**src/rtl/cpu_trace_buffer_if.sv**
```systemverilog
// Control, observation and read-port signals of the CPU execution-trace buffer.
// The CPU side / test driver uses master, the trace buffer uses slave.
interface cpu_trace_buffer_if #(
    parameter int PC_W   = 32,
    parameter int OP_W   = 6,
    parameter int DATA_W = 32,
    parameter int DEPTH  = 16
);
    localparam int CW = $clog2(DEPTH) + 1;

    logic              arm;
    logic              trig_mode;
    logic [OP_W-1:0]   trig_op;
    logic              sample_valid;
    logic [PC_W-1:0]   pc;
    logic [OP_W-1:0]   op;
    logic [DATA_W-1:0] data;
    logic              rd_en;

    logic              rd_valid;
    logic [PC_W-1:0]   rd_pc;
    logic [OP_W-1:0]   rd_op;
    logic [DATA_W-1:0] rd_data;
    logic [CW-1:0]     count;
    logic [1:0]        state;
    logic              triggered;
    logic              done;

    modport master (
        output arm, trig_mode, trig_op, sample_valid, pc, op, data, rd_en,
        input  rd_valid, rd_pc, rd_op, rd_data, count, state, triggered, done
    );

    modport slave (
        input  arm, trig_mode, trig_op, sample_valid, pc, op, data, rd_en,
        output rd_valid, rd_pc, rd_op, rd_data, count, state, triggered, done
    );
endinterface

```
**src/rtl/cpu_trace_buffer.sv**
```systemverilog
// Execution-trace ring buffer: arm, trigger (immediate or opcode match), keep POST
// samples after the trigger, then drain oldest-first through a registered read port.
module cpu_trace_buffer #(
    parameter int PC_W   = 32,
    parameter int OP_W   = 6,
    parameter int DATA_W = 32,
    parameter int DEPTH  = 16,
    parameter int POST   = 4
) (
    input logic              clk,
    input logic              rst,
    cpu_trace_buffer_if.slave bus
);
    localparam int AW = $clog2(DEPTH);
    localparam int CW = AW + 1;
    localparam int EW = PC_W + OP_W + DATA_W;

    typedef enum logic [1:0] {
        IDLE    = 2'd0,
        ARMED   = 2'd1,
        CAPTURE = 2'd2,
        DONE    = 2'd3
    } state_e;

    state_e            state_q;
    logic [AW-1:0]     wp_q, wp_d;
    logic [CW-1:0]     count_q, count_d;
    logic [AW-1:0]     post_q;
    logic              triggered_q;
    logic              done_q;
    logic              rd_valid_q;
    logic [PC_W-1:0]   rd_pc_q;
    logic [OP_W-1:0]   rd_op_q;
    logic [DATA_W-1:0] rd_data_q;
    logic [EW-1:0]     mem_q [DEPTH];

    logic              writeEn;
    logic              trigHit;
    logic              readEn;
    logic [AW-1:0]     rdIdx;

    // A concurrent arm always wins: it discards the sample and drops any read.
    always_comb begin
        writeEn = ((state_q == ARMED) || (state_q == CAPTURE)) && bus.sample_valid && !bus.arm;
        trigHit = (state_q == ARMED) && writeEn && (!bus.trig_mode || (bus.op == bus.trig_op));
        readEn  = (state_q == DONE) && bus.rd_en && !bus.arm && (count_q != '0);
        rdIdx   = wp_q - count_q[AW-1:0];
        wp_d    = wp_q;
        count_d = count_q;
        if (writeEn) begin
            wp_d = wp_q + AW'(1);
            if (count_q != CW'(DEPTH)) begin
                count_d = count_q + CW'(1);
            end
        end else if (readEn) begin
            count_d = count_q - CW'(1);
        end
    end

    always_ff @(posedge clk) begin
        if (writeEn) begin
            mem_q[wp_q] <= {bus.pc, bus.op, bus.data};
        end
    end

    always_ff @(posedge clk) begin
        if (rst) begin
            state_q     <= IDLE;
            wp_q        <= '0;
            count_q     <= '0;
            post_q      <= '0;
            triggered_q <= 1'b0;
            done_q      <= 1'b0;
            rd_valid_q  <= 1'b0;
            rd_pc_q     <= '0;
            rd_op_q     <= '0;
            rd_data_q   <= '0;
        end else begin
            rd_valid_q <= 1'b0;
            if (bus.arm) begin
                state_q     <= ARMED;
                wp_q        <= '0;
                count_q     <= '0;
                post_q      <= '0;
                triggered_q <= 1'b0;
                done_q      <= 1'b0;
            end else begin
                wp_q    <= wp_d;
                count_q <= count_d;
                case (state_q)
                    ARMED: begin
                        if (trigHit) begin
                            triggered_q <= 1'b1;
                            if (POST == 0) begin
                                state_q <= DONE;
                                done_q  <= 1'b1;
                            end else begin
                                post_q  <= AW'(POST);
                                state_q <= CAPTURE;
                            end
                        end
                    end
                    CAPTURE: begin
                        // Gap cycles (no valid sample) leave the post counter alone.
                        if (writeEn) begin
                            post_q <= post_q - AW'(1);
                            if (post_q == AW'(1)) begin
                                state_q <= DONE;
                                done_q  <= 1'b1;
                            end
                        end
                    end
                    DONE: begin
                        if (readEn) begin
                            rd_valid_q                       <= 1'b1;
                            {rd_pc_q, rd_op_q, rd_data_q}    <= mem_q[rdIdx];
                        end
                    end
                    default: ;
                endcase
            end
        end
    end

    assign bus.state     = state_q;
    assign bus.count     = count_q;
    assign bus.triggered = triggered_q;
    assign bus.done      = done_q;
    assign bus.rd_valid  = rd_valid_q;
    assign bus.rd_pc     = rd_pc_q;
    assign bus.rd_op     = rd_op_q;
    assign bus.rd_data   = rd_data_q;
endmodule

```
**src/flat_wrapper.sv**
```systemverilog
// flat-port wrapper written by rule: the top's interface ports become plain ports
module cpu_trace_buffer_flat 
#(
    parameter int PC_W   = 32,
    parameter int OP_W   = 6,
    parameter int DATA_W = 32,
    parameter int DEPTH  = 16,
    parameter int POST   = 4
)
  (clk, rst, bus_arm, bus_trig_mode, bus_trig_op, bus_sample_valid, bus_pc, bus_op, bus_data, bus_rd_en, bus_rd_valid, bus_rd_pc, bus_rd_op, bus_rd_data, bus_count, bus_state, bus_triggered, bus_done);
  cpu_trace_buffer_if #(.PC_W(PC_W), .OP_W(OP_W), .DATA_W(DATA_W), .DEPTH(DEPTH)) bus_i ();
  input logic clk;
  input logic rst;
  input wire logic [$bits(bus_i.arm)-1:0] bus_arm;
  input wire logic [$bits(bus_i.trig_mode)-1:0] bus_trig_mode;
  input wire logic [$bits(bus_i.trig_op)-1:0] bus_trig_op;
  input wire logic [$bits(bus_i.sample_valid)-1:0] bus_sample_valid;
  input wire logic [$bits(bus_i.pc)-1:0] bus_pc;
  input wire logic [$bits(bus_i.op)-1:0] bus_op;
  input wire logic [$bits(bus_i.data)-1:0] bus_data;
  input wire logic [$bits(bus_i.rd_en)-1:0] bus_rd_en;
  output wire logic [$bits(bus_i.rd_valid)-1:0] bus_rd_valid;
  output wire logic [$bits(bus_i.rd_pc)-1:0] bus_rd_pc;
  output wire logic [$bits(bus_i.rd_op)-1:0] bus_rd_op;
  output wire logic [$bits(bus_i.rd_data)-1:0] bus_rd_data;
  output wire logic [$bits(bus_i.count)-1:0] bus_count;
  output wire logic [$bits(bus_i.state)-1:0] bus_state;
  output wire logic [$bits(bus_i.triggered)-1:0] bus_triggered;
  output wire logic [$bits(bus_i.done)-1:0] bus_done;
  assign bus_i.arm = bus_arm;
  assign bus_i.trig_mode = bus_trig_mode;
  assign bus_i.trig_op = bus_trig_op;
  assign bus_i.sample_valid = bus_sample_valid;
  assign bus_i.pc = bus_pc;
  assign bus_i.op = bus_op;
  assign bus_i.data = bus_data;
  assign bus_i.rd_en = bus_rd_en;
  assign bus_rd_valid = bus_i.rd_valid;
  assign bus_rd_pc = bus_i.rd_pc;
  assign bus_rd_op = bus_i.rd_op;
  assign bus_rd_data = bus_i.rd_data;
  assign bus_count = bus_i.count;
  assign bus_state = bus_i.state;
  assign bus_triggered = bus_i.triggered;
  assign bus_done = bus_i.done;
  cpu_trace_buffer #(.PC_W(PC_W), .OP_W(OP_W), .DATA_W(DATA_W), .DEPTH(DEPTH), .POST(POST)) u_core (.clk(clk), .rst(rst), .bus(bus_i));
endmodule
```
**config.mk**
```make
export PLATFORM = sky130hd
export DESIGN_NAME = cpu_trace_buffer_flat
export DESIGN_NICKNAME = d
export VERILOG_FILES = /design/src/rtl/cpu_trace_buffer_if.sv /design/src/rtl/cpu_trace_buffer.sv /design/src/flat_wrapper.sv
export SDC_FILE = /design/constraint.sdc
export NUM_CORES = 1
export LEC_CHECK = 0
export BUFFER_PORTS_ARGS = -buffer_cell sky130_fd_sc_hd__buf_2
export CAP_MARGIN = 10
export CORE_MARGIN = 2
export CORE_UTILIZATION = 56
export CTS_BUF_LIST = sky130_fd_sc_hd__clkbuf_4 sky130_fd_sc_hd__clkbuf_8 sky130_fd_sc_hd__clkbuf_16
export CTS_CLUSTER_DIAMETER = 40
export DETAILED_ROUTE_END_ITERATION = 10
export PLACE_DENSITY = 0.72
export SYNTH_ARGS = -nofsm -noshare
export SYNTH_HDL_FRONTEND = slang
export SYNTH_SLANG_ARGS = --single-unit
```
**constraint.sdc**
```tcl
create_clock -name clk -period 6.5 [get_ports clk]
set_clock_uncertainty 0.05 [all_clocks]
set_input_delay 0.325 -clock clk [delete_from_list [all_inputs] [get_ports clk]]
set_output_delay 0.325 -clock clk [all_outputs]
set_load 0.005 [all_outputs]
```
# Word level (Yosys, flattened, before mapping)
# Memory sizes are Yosys's and may differ from the RTL's. A register that Yosys moved wholly into a read port is not among the register bits.
# Index checks and enable logic that the tools add are counted.
# totals
memories,1
input_bits,82
latch_bits,0
reg_bits,18
rom_bits,0
output_inout_bits,80
word_cells,67
ramBits,1120
# memory_table
name,depth,width,rd,rd_clocked_by_memory_dff,wr,line,rtl
u_core.mem_q,16,70,1,1,1,cpu_trace_buffer.sv:35,logic [EW-1:0] mem_q [DEPTH];
# op_classes
bitwise_logic,2
add_sub_neg,5
eq_ne,13
n_lt_le_gt_ge,0
div,0
reduce_logical,24
muxes,14
n_mul,0
shift,0
# op_table
op,n
5-bit two-way mux,3
3-bit AND reduction,3
4-bit two-way mux,2
4-bit one-hot mux with 2 select lines,1
4-bit AND reduction,2
1-bit logical AND,7
6-bit equality test,1
2-bit two-way mux,3
3-bit by 2-bit inequality test with 1-bit output (second input constant),2
5-bit by 1-bit adder with 5-bit output (second input constant),1
5-bit inequality test (second input constant),1
5-bit nonzero test,1
5-bit by 1-bit subtractor with 5-bit output (second input constant),1
4-bit by 1-bit adder with 4-bit output (second input constant),1
2-bit equality test (second input constant),2
4-bit by 1-bit equality test with 1-bit output (second input constant),1
1-bit two-way mux,4
2-bit by 1-bit inequality test with 1-bit output (second input constant),2
2-bit inequality test (second input constant),2
2-bit one-hot mux with 2 select lines,1
2-bit AND reduction,2
2-bit nonzero test,2
4-bit by 1-bit subtractor with 4-bit output (second input constant),1
4-bit subtractor,1
other kinds (8),11

# Longest topological paths before layout
# Gate-level depths: netlist of run 1.
# logic_depth
ltp_word,9
ltp_mapped,11
ltp_nobuf,10

# Least setup slack after synthesis of run 1
# Ideal clock, no wire load.
# synth_timing
path_type,register to register
start,register u_core.state_q[0] (netlist: u_core.bus.state[0])
end,memory u_core.mem_q[1][0] in the netlist's numbering (enable)
arrival_time_ns,6.385
t_required_ns,5.866
path_slack_ns,-0.519
path_buffers,1
stages_incl_launch_ff,7
synth_period_minus_slack_ns,7.019
setup_ns,0.584
path_cell_list,dfxtp_1 inv_1 ha_1 nor3b_4 clkbuf_1 nand2_1 nor3_1
# synth_via
elab_chain_len,6
elab_cells_between_ends,7
cone_classes,2 x eq/ne; 2 x mux; 3 x reduce/logical
# synth_lines
element,line,rtl
from (decl),cpu_trace_buffer.sv:25,state_e state_q;
from (signal assigned),cpu_trace_buffer.sv:68,state_q <= IDLE;
from (signal assigned),cpu_trace_buffer.sv:81,state_q <= ARMED;
from (signal assigned),cpu_trace_buffer.sv:95,state_q <= DONE;
2-bit by 1-bit equality test with 1-bit output or 2-bit equality test (tied branches),cpu_trace_buffer.sv:44,writeEn = ((state_q == ARMED) || (state_q == CAPTURE)) && bus.sample_valid && !bus.arm;
1-bit logical OR (*),cpu_trace_buffer.sv:44,
1-bit logical AND (*) (2 in a row),cpu_trace_buffer.sv:44,
1-bit two-way mux (*),cpu_trace_buffer.sv:61,if (writeEn) begin
1-bit two-way mux (not written as such) (*),cpu_trace_buffer.sv:62,"mem_q[wp_q] <= {bus.pc, bus.op, bus.data};"
to (decl),cpu_trace_buffer.sv:35,
# Every way passes the cells marked *; elsewhere a longest branch is shown, timed or not.

# Final worst setup path of run 1
# layout_timing
start,register u_core.count_q[1] (netlist: u_core.bus.count[1])
end,register u_core.rd_data_q[7] (netlist: u_core.bus.rd_data[7])
# layout_via
elab_chain_len,3
elab_cells_between_ends,4
cone_classes,1 x add/sub; 3 x reduce/logical
# layout_lines
element,line,rtl
from (decl),cpu_trace_buffer.sv:27,"logic [CW-1:0] count_q, count_d;"
from (signal assigned),cpu_trace_buffer.sv:89,count_q <= count_d;
"parallel branches: the longest is 3 deep, another holds 4-bit subtractor",--,
to (signal assigned),cpu_trace_buffer.sv:116,"{rd_pc_q, rd_op_q, rd_data_q} <= mem_q[rdIdx];"
to (decl),cpu_trace_buffer.sv:34,logic [DATA_W-1:0] rd_data_q;
# Several ways; the timed one is not identified.
# A chain may end at the register's enable or synchronous reset.

==> metrics.csv, run 1 <==
stage,metric,value,unit
cts,post-cts-setup-buffers,0,
placed_design,gp_congestion,0.766,
cts,cts_root_buffer,clkbuf_16,
cts,cts_htree_levels,4,
critical_path,rrSetupSlack,2430,ps
sta,max_slew_margin,15.3,%
route,dr.pass1.iters,5,
logic_synthesis,synthMuxAreaShare,14.4,%
logic_synthesis,postSynthCellCount,2250,
power,pwr-share-clk,46.5,%
route,vias,23300,
logic_synthesis,synthAdderAreaFrac,0.418,%
cts,holdBufCountCts,75,
critical_path,cp_max_fo,68,
cts,cts-resized-gates,0,
job,maxCapViolations,0,
cts,worstSkewPairLatency,710,ps
final_layout,nets,2650,
critical_path,rr_worst_depth,7,
grt,overflow,0,
sta,rsz0062_at_grt,false,
logic_synthesis,synth_edf_count,1120,
route,drt_iter0_drc,2053,
sta,setup_viol,0,
power,p_comb_share,3.6,%
cts,cts_made_buffers,139,
worst_hold_path,hold_depth,4,
power,p_switching,3470,uW
logic_synthesis,netlist_top_cells_area,"edfxtp_1 (72%), mux4_2 (8.6%), mux4_1 (5.7%)",
run_status,outcome,completed,
logic_synthesis,synth_compound_area_share,3.93,%
worst_hold_path,whs_endpoint,u_core.wp_q[1],
logic_synthesis,synth_flop_cell,edfxtp_1,
grt,grt_pass1_wl,155000,um
grt,grt.total_usage,24.6,%
sta,fmax,246,MHz
logic_synthesis,yosys_warnings,0,
logic_synthesis,syn_nets,2347,
power,p_sw_share,20.3,%
critical_path,cp_data_arrival_time,4630,ps
power,internal_power,13600,uW
floorplan,die-area,85700,um^2
sta,worst_pin_slew,1270,ps
logic_synthesis,synthSimpleGateAreaFrac,3.02,%
sta,slew_viol_final,0,
logic_synthesis,synth_seq_area_share,75.8,%
critical_path,crit_type,flop to flop,
floorplan,ios,162,
logic_synthesis,yosys.area.top_type,edfxtp_1,
sta,hold_viol_final,0,
logic_synthesis,async_reset_ff_share,0,%
cts,clk_pin_slew,60,ps
floorplan,coreArea,82200,um^2
floorplan,rows,105,
logic_synthesis,ys_ff_latch,1208,
logic_synthesis,ys_types,51,
final_layout,stdcell_area,54000,um^2
power,pwr_density_cell,316,nW/um^2
final_layout,area_growth,15.8,%
placed_design,io_buffer_count,161,
placed_design,dpl.hpwl,54300,um
logic_synthesis,synthTopCellsByCount,"edfxtp_1 (1120), nand2_1 (293), mux4_2 (178), mux4_1 (102), dfxtp_1 (88)",
floorplan,fp.dieW,293,um
worst_hold_path,hp-class,primary input to flop,
sta,setup_tns,0,ps
power,leakagePower,0.0186,uW
logic_synthesis,synth_top_family_by_area,multiplexers,
sta,final.min_clock_period,4070,ps
final_layout,drive_above_1_share,27.3,%
worst_hold_path,hold_start,bus_sample_valid,
route,viasPerCell,6.23,
critical_path,worstPathRequired,7060,ps
logic_synthesis,synth-xor-area-share,0.282,%
placed_design,dp.cells,3407,
grt,grt_pass1_vias,24600,
grt,grt_max_degree,95,
critical_path,start_kind,flop,
floorplan,die_y,293,um
power,seqPwrFrac,49.9,%
logic_synthesis,synth_area,46700,um^2
sta,fin_crit_sh,62.7,%
critical_path,crit_path_start,u_core.bus.count[1],
power,vdd_drop_max,0.297,mV
cts,cts_tree,built,
critical_path,r2r_start,u_core.bus.count[1],
critical_path,slowest_delay,1680,ps
placed_design,dpl-instance-area,48500,um^2
critical_path,crit_chain,inv_1 > fa_4 > buf_4 > mux4_2 > nand2_1 > a21oi_1 > a211o_1,
logic_synthesis,synth_most_common_cell,edfxtp_1,
route,wire_per_inst,27.8,um
route,detail-route-antenna-nets,0,
route,drc,0,
route,drt_wl_total,104000,um
floorplan,initial_core_util,56.7,%
cts,cts_sinks,1208,
final_layout,fill_cells,5322,
logic_synthesis,syn_avg_cell_area,20.7,um^2
critical_path,r2r_end,u_core.bus.rd_data[7],
grt,antenna_found_initial,5,
logic_synthesis,yosysTopAreaCellShare,72.1,%
cts,cts_buffer_depth,3,
critical_path,cpMaxStageDelayCell,fa_4,
final_layout,fin_cells,3737,
sta,hold_ws,78.9,ps
critical_path,end_kind,flop,
final_layout,fin_util,65.7,%
[cells in the final DEF (no fill, tap or decap), types with 3 or more instances in the layout]
master	instances
o21ai_0	9
nor2_4	13
mux4_1	102
dfxtp_1	88
buf_2	161
a21oi_2	70
inv_1	13
bufinv_16	14
inv_6	17
clkinvlp_4	13
clkbuf_8	6
xnor2_1	9
mux4_2	178
a211o_1	71
buf_4	38
clkinv_1	10
nand2b_1	4
clkinv_2	9
nor3_4	4
ha_1	13
nor3_1	3
xor2_1	4
a21o_1	3
a21oi_1	80
clkinv_4	5
nor2_1	13
nor2b_1	3
mux2i_1	3
nand2_1	293
clkbuf_4	32
o21a_1	3
buf_12	7
edfxtp_1	1120
clkbuf_16	143
dlygate4sd3_1	75
[worst max path at each step]
stage          cells after the start  slack [ps]                     end
2_1_floorplan                      6        1360      u_core.mem_q[5][0]
3_3_place_gp                       7        2510  u_core.bus.rd_data[10]
3_5_place_dp                       7        2440  u_core.bus.rd_data[10]
4_1_cts                            7        2410  u_core.bus.rd_data[10]
5_1_grt                            6        2280     u_core.mem_q[15][0]
6_report                           7        2430   u_core.bus.rd_data[7]
[worst max-delay path, delay by kind of cell (launching register included)]
kind / cells / cell delay [ps]
flip-flops: 1 / 560
AO/OA/AOI/OAI: 2 / 380
buffers and inverters: 2 / 700
adder cells (fa/ha/maj): 1 / 1680
AND/OR/NAND/NOR: 1 / 100
multiplexers: 1 / 390
[layer usage]
metal | share of wire (%) | GRT usage (%) | vias to the layer above
li1 | - | - | 9844
met1 | 39 | 32.9 | 12300
met2 | 51 | 41.8 | 972
met3 | 7.2 | 4.54 | 169
met4 | 2.2 | 7.59 | 8
met5 | 0.053 | 0 | -
[stage by stage]
step / setup slack [ps] / power, uW
after floorplan: 1360 / 9040
after global placement: 2510 / 9230
after detailed placement: 2440 / 9250
after CTS: 2410 / 17200
after global routing: 2280 / 17500
final: 2430 / 17100
[sequential cells by signal, summed over array words and instances (netlist names)]
register,cells
u_core.bus.count,5
u_core.bus.done,1
u_core.bus.rd_data,32
u_core.bus.rd_op,6
u_core.bus.rd_pc,32
u_core.bus.rd_valid,1
u_core.bus.state,2
u_core.bus.triggered,1
u_core.mem_q,1120
u_core.post_q,4
u_core.wp_q,4
[power by group through the flow]
stage,clock network [uW],registers (uW),logic [uW]
floorplan,0,8680,359
global placement,0,8670,558
detailed placement,0,8670,576
CTS,8040,8510,617
global route,8350,8510,662
finish,7940,8510,610
[cells by family (layout without fill, tap and decap cells)]
family / Yosys count / after routing
flops: 1208 / 1208
simple gates: 349 / 349
mux: 283 / 283
compound gates: 247 / 247
buf+inv: 133 / 549
fa+ha+maj: 15 / 15
xor+xnor: 15 / 15
other cells: 0 / 1
[layout make-up]
type | count | area (um^2) | area share [%]
antenna | 1 | 2.50 | 0.00463
clock inverter | 73 | 868 | 1.61
multi-input combinational | 909 | 10500 | 19.4
inverter | 14 | 52.6 | 0.0973
clock buffer | 181 | 3900 | 7.22
tap | 1070 | 1340 | 2.48
timing repair buffer | 281 | 1980 | 3.67
sequential | 1208 | 35400 | 65.5
Note: power is estimated with default switching activity, not from simulation.
==> run 2, diff against run 1 <==
- CORE_UTILIZATION: 56 -> 62
- PLACE_DENSITY: 0.72 -> 0.76
- clock period: 6.5 -> 4 ns (I/O delays scaled with it)
==> run 2 against run 1 <==
Net effect:
- power is 60% higher
- worst setup slack worse by 1800 ps
- die area decreased by 9.5%
- routed wire length is 1.4% higher
- first-iteration DRC count is 24% higher
- critical endpoint is now u_core.bus.rd_data[31]
==> metrics.csv, run 2 (synthesized netlist as in run 1, its figures left out) <==
stage,metric,value,unit,change
final_layout,most-common-layout-cells,"edfxtp_1 (1120), nand2_1 (293), mux4_2 (178)",,
worst_hold_path,hold_start,bus_sample_valid,,
critical_path,path_common_cell,a21oi_1,,
grt,grt_pass1_wl,156000,um,+1.2%
cts,clk_pin_slew,60,ps,about the same
route,drc,0,,unchanged
critical_path,rrSetupSlack,650,ps,-1780 ps
route,drt_wl_total,105000,um,+1.4%
final_layout,area_growth,16.4,%,
final_layout,regMostFlops,u_core.mem_q,,
sta,fin_ws,648,ps,-1780 ps
route,detail-route-antenna-nets,0,,unchanged
route,viasPerCell,6.49,,+4.2%
route,wire_per_inst,28.9,um,+3.9%
final_layout,drive_above_1_share,27.2,%,-0.075 points
sta,hold_viol_final,0,,unchanged
sta,slew_viol_final,0,,unchanged
floorplan,die-area,77500,um^2,-9.5%
placed_design,io_buffer_count,161,,unchanged
floorplan,fp.dieW,278,um,-4.9%
critical_path,worstPathRequired,4600,ps,-2460 ps
grt,overflow,0,,unchanged
cts,cts_buffer_depth,3,,unchanged
critical_path,rr_worst_depth,7,,unchanged
sta,fin_crit_sh,83.8,%,+21 points
cts,cts_root_buffer,clkbuf_16,,
critical_path,start_kind,flop,,
final_layout,largest_reg_flops,1120,,unchanged
cts,cts_tree,built,,
cts,cts_made_buffers,133,,-4.3%
critical_path,cpMaxStageDelayCell,dfxtp_1,,
power,p_total,27300,uW,+60%
grt,grt_max_degree,141,,+48%
critical_path,slowest_delay,720,ps,-960 ps
worst_hold_path,whs_endpoint,u_core.bus.count[4],,
route,vias,23700,,+1.7%
critical_path,cp_max_fo,36,,-47%
job,maxCapViolations,0,,unchanged
floorplan,coreArea,74400,um^2,-9.5%
critical_path,end_kind,flop,,
sta,worst_pin_slew,919,ps,-349 ps
sta,setup_viol,0,,unchanged
final_layout,nets,2663,,+0.49%
sta,fmax,298,MHz,+22%
cts,cts_htree_levels,4,,unchanged
worst_hold_path,hp-class,primary input to flop,,
grt,grt.total_usage,27.9,%,+3.3 points
placed_design,pre_cts_ws,746,ps,-1700 ps
cts,cts_sinks,1208,,unchanged
critical_path,r2r_end,u_core.bus.rd_data[31],,
power,leakagePower,0.0187,uW,+0.77%
critical_path,cp_data_arrival_time,3950,ps,-680 ps
sta,rsz0062_at_grt,false,,
critical_path,crit_chain,ha_1 > a21oi_1 > a21o_1 > nand3_4 > buf_12 > a21oi_1 > a211o_1,,
placed_design,dpl.hpwl,51400,um,-5.2%
cts,worstSkewPairLatency,720,ps,about the same
sta,final.min_clock_period,3350,ps,-721 ps
critical_path,r2r_start,u_core.wp_q[2],,
final_layout,layout_commonest_cell,edfxtp_1,,
sta,hold_ws,53.7,ps,-25.2 ps
worst_hold_path,hold_depth,5,,+1
floorplan,die_y,278,um,-4.9%
power,vdd_drop_max,0.419,mV,+41%
floorplan,initial_core_util,62.7,%,+5.9 points
grt,antenna_found_initial,6,,+1
run_status,outcome,completed,,
floorplan,ios,162,,unchanged
route,dr.pass1.iters,6,,+1
floorplan,rows,100,,-4.8%
critical_path,crit_type,flop to flop,,
route,drt_iter0_drc,2554,,+24%
grt,grt_pass1_vias,24900,,+0.91%
sta,max_slew_margin,38.7,%,+23 points
placed_design,gp_congestion,0.751,,-1.9%
power,pwr_density_cell,503,nW/um^2,+59%
==> run 2: worst max-delay path, delay by kind of cell (launching register included) <==
family	cells	cell delay, ps
compound gates	4	800
flops	1	720
simple gates	1	700
buf+inv	1	510
fa+ha+maj	1	450
==> run 2: per-layer routing <==
metal  global-route usage, %  vias up  part of all wire, %
met3                    5.71      243                  8.3
li1                        -     9871                    -
met5                       0        -                0.027
met4                    10.3        6                  3.2
met1                    37.3    12300                   38
met2                    46.3     1227                   51
==> run 2: worst max-delay path by stage <==
stage | endpoint | cells after the start | start
floorplan | u_core.mem_q[13][0] | 6 | u_core.bus.state[0]
global placement | u_core.bus.rd_pc[14] | 7 | u_core.wp_q[2]
detailed placement | u_core.bus.rd_pc[15] | 7 | u_core.bus.count[1]
CTS | u_core.bus.rd_data[31] | 7 | u_core.wp_q[2]
global route | u_core.bus.rd_pc[0] | 7 | u_core.wp_q[2]
finish | u_core.bus.rd_data[31] | 7 | u_core.wp_q[2]
==> run 2: cell type report <==
class / count / area [um^2]
antenna: 3 / 7.51
clock buffer: 171 / 3730
clock inverter: 75 / 861
fill: 4126 / 20100
inverter: 14 / 52.6
multi-input combinational: 909 / 10500
sequential: 1208 / 35400
tap: 969 / 1210
timing repair buffer: 300 / 2560
==> run 2: timing repair <==
item	in CTS	in global routing
hold endpoints to repair	1138	0
gates resized for setup	0	0
hold buffers	76	0
buffers inserted	0	0
==> run 2: power by group <==
part	leakage, uW	internal (uW)	switching (uW)
clock	0.00226	7620	4900
sequential	0.0108	13800	11.3
combinational	0.00571	404	582
total	0.0187	21800	5490
==> run 2: metrics by stage <==
step	setup TNS, ps	std cells	utilization [%]	area, um^2
2_1_floorplan	-851970	2250	-	46700
3_3_place_gp	0	3324	65.7	48900
3_5_place_dp	0	3324	65.7	48900
4_1_cts	0	3646	72.9	54300
5_1_grt	0	3649	72.9	54300
6_report	0	3649	72.9	54300
